### config.mk
export PLATFORM = sky130hd
export DESIGN_NAME = cursor_ctrl
export DESIGN_NICKNAME = d
export VERILOG_FILES = /design/src/rtl/cursor_ctrl.sv
export SDC_FILE = /design/constraint.sdc
export NUM_CORES = 1
export LEC_CHECK = 0
export CAP_MARGIN = 30
export CORE_MARGIN = 2
export CORE_UTILIZATION = 52
export CTS_CLUSTER_DIAMETER = 60
export DETAILED_ROUTE_END_ITERATION = 7
export PLACE_DENSITY = 0.84
export SYNTH_ARGS = -nofsm -noshare
export SYNTH_HDL_FRONTEND = slang
export SYNTH_SLANG_ARGS = --single-unit
### constraint.sdc
create_clock -name clk -period 2.15 [get_ports clk]
set_input_delay 0.43 -clock clk [delete_from_list [all_inputs] [get_ports clk]]
set_output_delay 0.43 -clock clk [all_outputs]
set_load 0.01 [all_outputs]
### src/rtl/cursor_ctrl.sv
// -----------------------------------------------------------------------------
// cursor_ctrl
//
// Purpose:
//   Moves a cursor over a GRID_COLS x GRID_ROWS board from debounced button
//   pulses, with wrap-around at every edge. It also turns center presses into
//   action requests:
//     - a single click produces a reveal (type 0);
//     - a second click inside the double-click window produces a flag toggle
//       (type 1).
//   The action carries the cursor position as it was at the first click. It is
//   held with a valid/ready handshake until the consumer accepts it.
//
// Ports:
//   clk          system clock, all state changes on the rising edge
//   rst          synchronous active-high reset
//   btn_pulse_i  one-cycle pulses: [0] up, [1] down, [2] left, [3] right,
//                [4] center
//   cur_x_o      current cursor column (registered)
//   cur_y_o      current cursor row (registered)
//   act_valid_o  action request valid (registered)
//   act_type_o   0 = reveal, 1 = flag toggle
//   act_x_o      action column
//   act_y_o      action row
//   act_ready_i  consumer accepts the action when high together with valid
// -----------------------------------------------------------------------------
module cursor_ctrl #(
    parameter int GRID_COLS   = 16,
    parameter int GRID_ROWS   = 16,
    parameter int DCLICK_WAIT = 25_000_000,
    localparam int XW = $clog2(GRID_COLS),
    localparam int YW = $clog2(GRID_ROWS)
) (
    input  logic          clk,
    input  logic          rst,
    input  logic [4:0]    btn_pulse_i,
    output logic [XW-1:0] cur_x_o,
    output logic [YW-1:0] cur_y_o,
    output logic          act_valid_o,
    output logic          act_type_o,
    output logic [XW-1:0] act_x_o,
    output logic [YW-1:0] act_y_o,
    input  logic          act_ready_i
);

    // The window counter only has to reach DCLICK_WAIT-1. WAIT2 is left on
    // that value, so the counter can never wrap.
    localparam int            CW       = $clog2(DCLICK_WAIT);
    localparam logic [CW-1:0] CNT_LAST = CW'(DCLICK_WAIT - 1);
    localparam logic [XW-1:0] X_MAX    = XW'(GRID_COLS - 1);
    localparam logic [YW-1:0] Y_MAX    = YW'(GRID_ROWS - 1);

    typedef enum logic [1:0] {
        IDLE  = 2'd0,
        WAIT2 = 2'd1,
        HOLD  = 2'd2
    } state_t;

    state_t        state_q;
    logic [CW-1:0] cnt_q;
    logic [XW-1:0] cur_x_q, cur_x_d;
    logic [YW-1:0] cur_y_q, cur_y_d;
    logic [XW-1:0] lat_x_q;
    logic [YW-1:0] lat_y_q;
    logic          act_valid_q;
    logic          act_type_q;
    logic [XW-1:0] act_x_q;
    logic [YW-1:0] act_y_q;

    logic btn_up, btn_down, btn_left, btn_right, btn_center, any_dir;

    assign btn_up     = btn_pulse_i[0];
    assign btn_down   = btn_pulse_i[1];
    assign btn_left   = btn_pulse_i[2];
    assign btn_right  = btn_pulse_i[3];
    assign btn_center = btn_pulse_i[4];
    // Any direction bit ends a pending single click, even a pair that cancels.
    assign any_dir    = |btn_pulse_i[3:0];

    // Next cursor position. Opposite directions in the same cycle cancel.
    // The grid size may not be a power of two, so wrap uses explicit compares.
    always_comb begin
        // NOTE: every output of this block gets a default first, so no path
        // leaves a variable unassigned and no latch is inferred.
        cur_x_d = cur_x_q;
        cur_y_d = cur_y_q;
        if (btn_right && !btn_left) begin
            cur_x_d = (cur_x_q == X_MAX) ? '0 : cur_x_q + XW'(1);
        end else if (btn_left && !btn_right) begin
            cur_x_d = (cur_x_q == '0) ? X_MAX : cur_x_q - XW'(1);
        end
        if (btn_down && !btn_up) begin
            cur_y_d = (cur_y_q == Y_MAX) ? '0 : cur_y_q + YW'(1);
        end else if (btn_up && !btn_down) begin
            cur_y_d = (cur_y_q == '0) ? Y_MAX : cur_y_q - YW'(1);
        end
    end

    // Click FSM. The action outputs are loaded only when HOLD is entered, so
    // they keep their last values everywhere else.
    always_ff @(posedge clk) begin
        // NOTE: all state here is written with non-blocking assignments.
        // Every register then samples pre-edge values, and the order of the
        // statements does not matter.
        if (rst) begin
            state_q     <= IDLE;
            cnt_q       <= '0;
            cur_x_q     <= '0;
            cur_y_q     <= '0;
            lat_x_q     <= '0;
            lat_y_q     <= '0;
            act_valid_q <= 1'b0;
            act_type_q  <= 1'b0;
            act_x_q     <= '0;
            act_y_q     <= '0;
        end else begin
            // Cursor moves are accepted in every state.
            cur_x_q <= cur_x_d;
            cur_y_q <= cur_y_d;

            case (state_q)
                IDLE: begin
                    if (btn_center) begin
                        // Latch the position from before this cycle's move.
                        lat_x_q <= cur_x_q;
                        lat_y_q <= cur_y_q;
                        cnt_q   <= '0;
                        state_q <= WAIT2;
                    end
                end

                WAIT2: begin
                    if (btn_center) begin
                        // A second click wins, even on the last window cycle.
                        act_valid_q <= 1'b1;
                        act_type_q  <= 1'b1;
                        act_x_q     <= lat_x_q;
                        act_y_q     <= lat_y_q;
                        state_q     <= HOLD;
                    end else if (cnt_q == CNT_LAST || any_dir) begin
                        act_valid_q <= 1'b1;
                        act_type_q  <= 1'b0;
                        act_x_q     <= lat_x_q;
                        act_y_q     <= lat_y_q;
                        state_q     <= HOLD;
                    end else begin
                        cnt_q <= cnt_q + CW'(1);
                    end
                end

                HOLD: begin
                    // Center pulses are ignored here, including during the
                    // handshake cycle.
                    if (act_ready_i) begin
                        act_valid_q <= 1'b0;
                        state_q     <= IDLE;
                    end
                end

                default: begin
                    act_valid_q <= 1'b0;
                    state_q     <= IDLE;
                end
            endcase
        end
    end

    assign cur_x_o     = cur_x_q;
    assign cur_y_o     = cur_y_q;
    assign act_valid_o = act_valid_q;
    assign act_type_o  = act_type_q;
    assign act_x_o     = act_x_q;
    assign act_y_o     = act_y_q;

endmodule

==> results.sh <==
export IMPL_largest_fanout_on_the_critical_path=8
export IMPL_max_clock_freq_mhz=467.2
export IMPL_cpMostUsedCell="or4_4"
export IMPL_core_area_um2=5205
export IMPL_setup_worst_path_start="cnt_q[22]"
export IMPL_number_of_global_route_vias_before_repair=2588
export IMPL_tritoncts_clock_tree="done"
export IMPL_timing_critical_path_to_type="register"
export IMPL_hold_path_cell_count=2
export IMPL_power_net_switching_mw=0.5889
export IMPL_synth_top_cells_by_count="53 x dfxtp_1, 45 x nand2_1, 31 x nor2_1"
export IMPL_power_leakage_nw=1.353
export IMPL_ys_warn_count=0
export IMPL_run_status="finished clean"
export IMPL_chipWidth_um=78.07
export IMPL_power_density_nw_per_um2=601.8
export IMPL_antennaDiodeCount=0
export IMPL_dp_worst_setup_slack_ns=-0.04102
export IMPL_cts_htree_levels=2
export IMPL_setup_violations_final=0
export IMPL_cts_inserted_buffers=5
export IMPL_synth_edf_count=0
export IMPL_max_slew_worst_pin_slew_ns=0.4209
export IMPL_final_layout_size_suffix_gt1_frac=0.1634
export IMPL_cts_hold_buffers=0
export IMPL_p_clk_frac=0.317
export IMPL_rr_endpoint="act_y_o[2]"
export IMPL_areaGrowthSynthToFinish_pct=25.70
export IMPL_r2r_start="cnt_q[22]"
export IMPL_worst_path_max_delay_cell="or4_4"
export IMPL_clock_skew_ns=0.01474
export IMPL_final_min_period_over_clock_period=0.9954
export IMPL_timing_final_crit_period_ns=2.140
export IMPL_cp_slowest_stage_delay_ns=0.54
export IMPL_yosys_cell_types_count=44
export IMPL_wl_per_cell_um=15.11
export IMPL_die_height_um=78.07
export IMPL_worst_endpoint_required_ns=2.39
export IMPL_vdd_drop_max_uv=531.2
export IMPL_clock_sinks=53
export IMPL_final_setup_tns_ns=0
export IMPL_comb_power_share=0.178
export IMPL_swShare=0.2729
export IMPL_postSynthAreaPerCell_um2=8.059
export IMPL_detailedRoute_firstPassIterationCount=5
export IMPL_globalRouteTotalUtil=0.2366
export IMPL_synth_seq_area_share=0.3719
export IMPL_relSlewSlack=0.7168
export IMPL_setup_repair_after_global_routing_missed_its_margin="yes"
export IMPL_critPathArrivalTime_ns=2.38
export IMPL_yosys_register_bits=53
export IMPL_synthesis_area_um2=2853
export IMPL_syn_num_nets=373
export IMPL_worstSetupPathType="register to register"
export IMPL_most_numerous_cell_in_the_yosys_netlist="dfxtp_1"
export IMPL_cell_count_of_the_worst_reg_to_reg_path=6
export IMPL_grt_max_degree=20
export IMPL_destination_of_the_critical_timing_path="act_y_o[2]"
export IMPL_synth_async_sr_flop_share=0
export IMPL_final_fill_count=415
export IMPL_antenna_left=0
export IMPL_row_count=26
export IMPL_timing_critical_path_cells="nand4_2, or4_4, or4_4, a21oi_4, buf_12, mux2i_2"
export IMPL_floorplan_die_area_um2=6094
export IMPL_via_total_after_detailed_routing=2833
export IMPL_register_area_um2=1069
export IMPL_drt_iter0_drc=286
export IMPL_cts_root_buffer_cell="clkbuf_8"
export IMPL_gpl_final_weighted_congestion=0.9042
export IMPL_initial_core_util=0.5481
export IMPL_power_share_sequential=0.505
export IMPL_grt_first_pass_wirelength_mm=11.72
export IMPL_drv_cap=0
export IMPL_cellInternalPower_mw=1.569
export IMPL_synth_area_leaders="dfxtp_1 37%, mux2i_1 6.7%, a31oi_1 5.9%"
export IMPL_netlist_area_leader_share=0.3719
export IMPL_ys_dominant_reg_cell="dfxtp_1"
export IMPL_start_kind="register"
export IMPL_hold_violations=0
export IMPL_multi_input_logic_area_um2=1680
export IMPL_path_clk_slew_ns=0.10
export IMPL_synth_cells=354
export IMPL_finalWorstSetupSlack_ns=0.009801
export IMPL_drcViolationCount=0
export IMPL_routed_wl_mm=7.161
export IMPL_r2r_setup_slack_ns=0.01
export IMPL_worst_hold_path_type="register to register"
export IMPL_finish_net_count=423
export IMPL_post_dp_hpwl_mm=5.098
export IMPL_worstSkewPairLatency_ns=0.31
export IMPL_cts_buffer_depth=2
export IMPL_initial_antenna_violation_count=0
export IMPL_io_pins=26
export IMPL_post_drt_via_cell_ratio=5.977
export IMPL_synth_top_cell_by_area="dfxtp_1"
export IMPL_maxSlewViolCount=0
export IMPL_port_buffers=25
export IMPL_grt_ovfl_total=0
==> registers in the layout, indices dropped and copies added (netlist names), 2 cells and up <==
| name | count |
|---|---|
| act_x_o | 4 |
| act_y_o | 4 |
| cnt_q | 25 |
| cur_x_o | 4 |
| cur_y_o | 4 |
| lat_x_q | 4 |
| lat_y_q | 4 |
| state_q | 2 |
==> per-layer routing <==
layer / vias up / global-route usage / share of wire
met1: 1337 / 0.2952 / 0.43
met2: 103 / 0.4198 / 0.50
met5: - / 0 / 0
met4: 0 / 0.05263 / 0.0084
li1: 1378 / - / -
met3: 15 / 0.05057 / 0.060
==> power by group through the flow <==
stage / clock network [mW] / logic, mW / registers, mW
2_1_floorplan: 0 / 0.246 / 1.10
3_3_place_gp: 0 / 0.362 / 1.11
3_5_place_dp: 0 / 0.379 / 1.11
4_1_cts: 0.686 / 0.382 / 1.09
5_1_grt: 0.734 / 0.422 / 1.10
6_report: 0.685 / 0.384 / 1.09
==> metrics by stage <==
step / instance area, um^2 / util / instances / hold slack (ns) / power, mW
final: 3586 / 0.6889 / 474 / 0.4619 / 2.158
after CTS: 3525 / 0.6772 / 472 / 0.4654 / 2.157
after global routing: 3586 / 0.6889 / 474 / 0.4877 / 2.255
after detailed placement: 3413 / 0.6558 / 465 / 0.4525 / 1.490
after global placement: 3413 / 0.6558 / 465 / 0.4456 / 1.470
after floorplan: 2858 / - / 354 / 0.4374 / 1.344
==> critical path, delay by kind of cell (launching register included) <==
kind	cells	cell delay [ns]
AND/OR/NAND/NOR	3	1.15
flip-flops	1	0.35
multiplexers	1	0.21
AO/OA/AOI/OAI	1	0.20
buffers and inverters	1	0.15
==> placed cells by master (no fill, tap or decap), types with 2 or more instances in the layout <==
| cell type | synthesis | routed |
|---|---|---|
| or3_1 | 3 | 2 |
| or4_1 | 4 | 2 |
| a21oi_1 | 15 | 15 |
| o211ai_1 | 3 | 3 |
| a311oi_1 | 4 | 4 |
| xnor2_1 | 2 | 2 |
| nor3b_2 | 0 | 2 |
| or4_4 | 0 | 2 |
| nand3_1 | 18 | 18 |
| o21bai_1 | 2 | 2 |
| nand2_1 | 45 | 45 |
| o21a_1 | 3 | 3 |
| o21ai_1 | 3 | 4 |
| nor2_1 | 31 | 31 |
| mux2i_1 | 19 | 18 |
| and2_1 | 2 | 2 |
| nor3_1 | 5 | 5 |
| a211oi_1 | 2 | 2 |
| dfxtp_1 | 53 | 47 |
| a31oi_1 | 27 | 26 |
| o21ai_0 | 10 | 9 |
| ha_1 | 11 | 10 |
| inv_1 | 19 | 19 |
| nand4_1 | 6 | 6 |
| nor4_1 | 8 | 8 |
| nor2b_1 | 4 | 4 |
| clkdlybuf4s50_1 | 0 | 25 |
| clkbuf_8 | 0 | 5 |
| buf_4 | 0 | 36 |
| and3_1 | 8 | 8 |
| a41oi_1 | 3 | 3 |
| nand2b_1 | 6 | 6 |
| mux4_2 | 2 | 2 |
| dfxtp_2 | 0 | 6 |
==> how the worst min path moves through the flow <==
stage                      from     endpoint  slack (ns)
floorplan            lat_x_q[0]   act_x_o[0]        0.44
global placement    act_valid_o  act_valid_o        0.45
detailed placement   act_x_o[1]   act_x_o[1]        0.45
CTS                 act_valid_o  act_valid_o        0.47
global route         lat_y_q[3]   act_y_o[3]        0.49
finish               lat_x_q[1]   act_x_o[1]        0.46
==> cells by family after synthesis <==
family	count (synthesis)	synth area share
AOI/OAI and AO/OA	78	0.1798
xor gates and xnor gates	2	0.006141
adders and majority gates	11	0.04824
buffers and inverters	41	0.05438
DFF	53	0.3719
muxes	21	0.08245
and+or+nand+nor	148	0.2570
==> layout make-up <==
class	instances	share of cell area
flip-flops and latches	53	0.2980
clock inverters	2	0.01082
clock buffers	5	0.01919
repair buffers	64	0.1581
well taps	70	0.02442
inverters	20	0.02094
multi-input cells	260	0.4686
==> timing repair <==
action,CTS,global route
pin swaps,0,3
gates cloned,0,0
hold endpoints to repair,0,0
resized for setup,1,15
endpoints found under the setup margin,15,22
buffers inserted,0,2
Power figures use the tool's default switching activity.
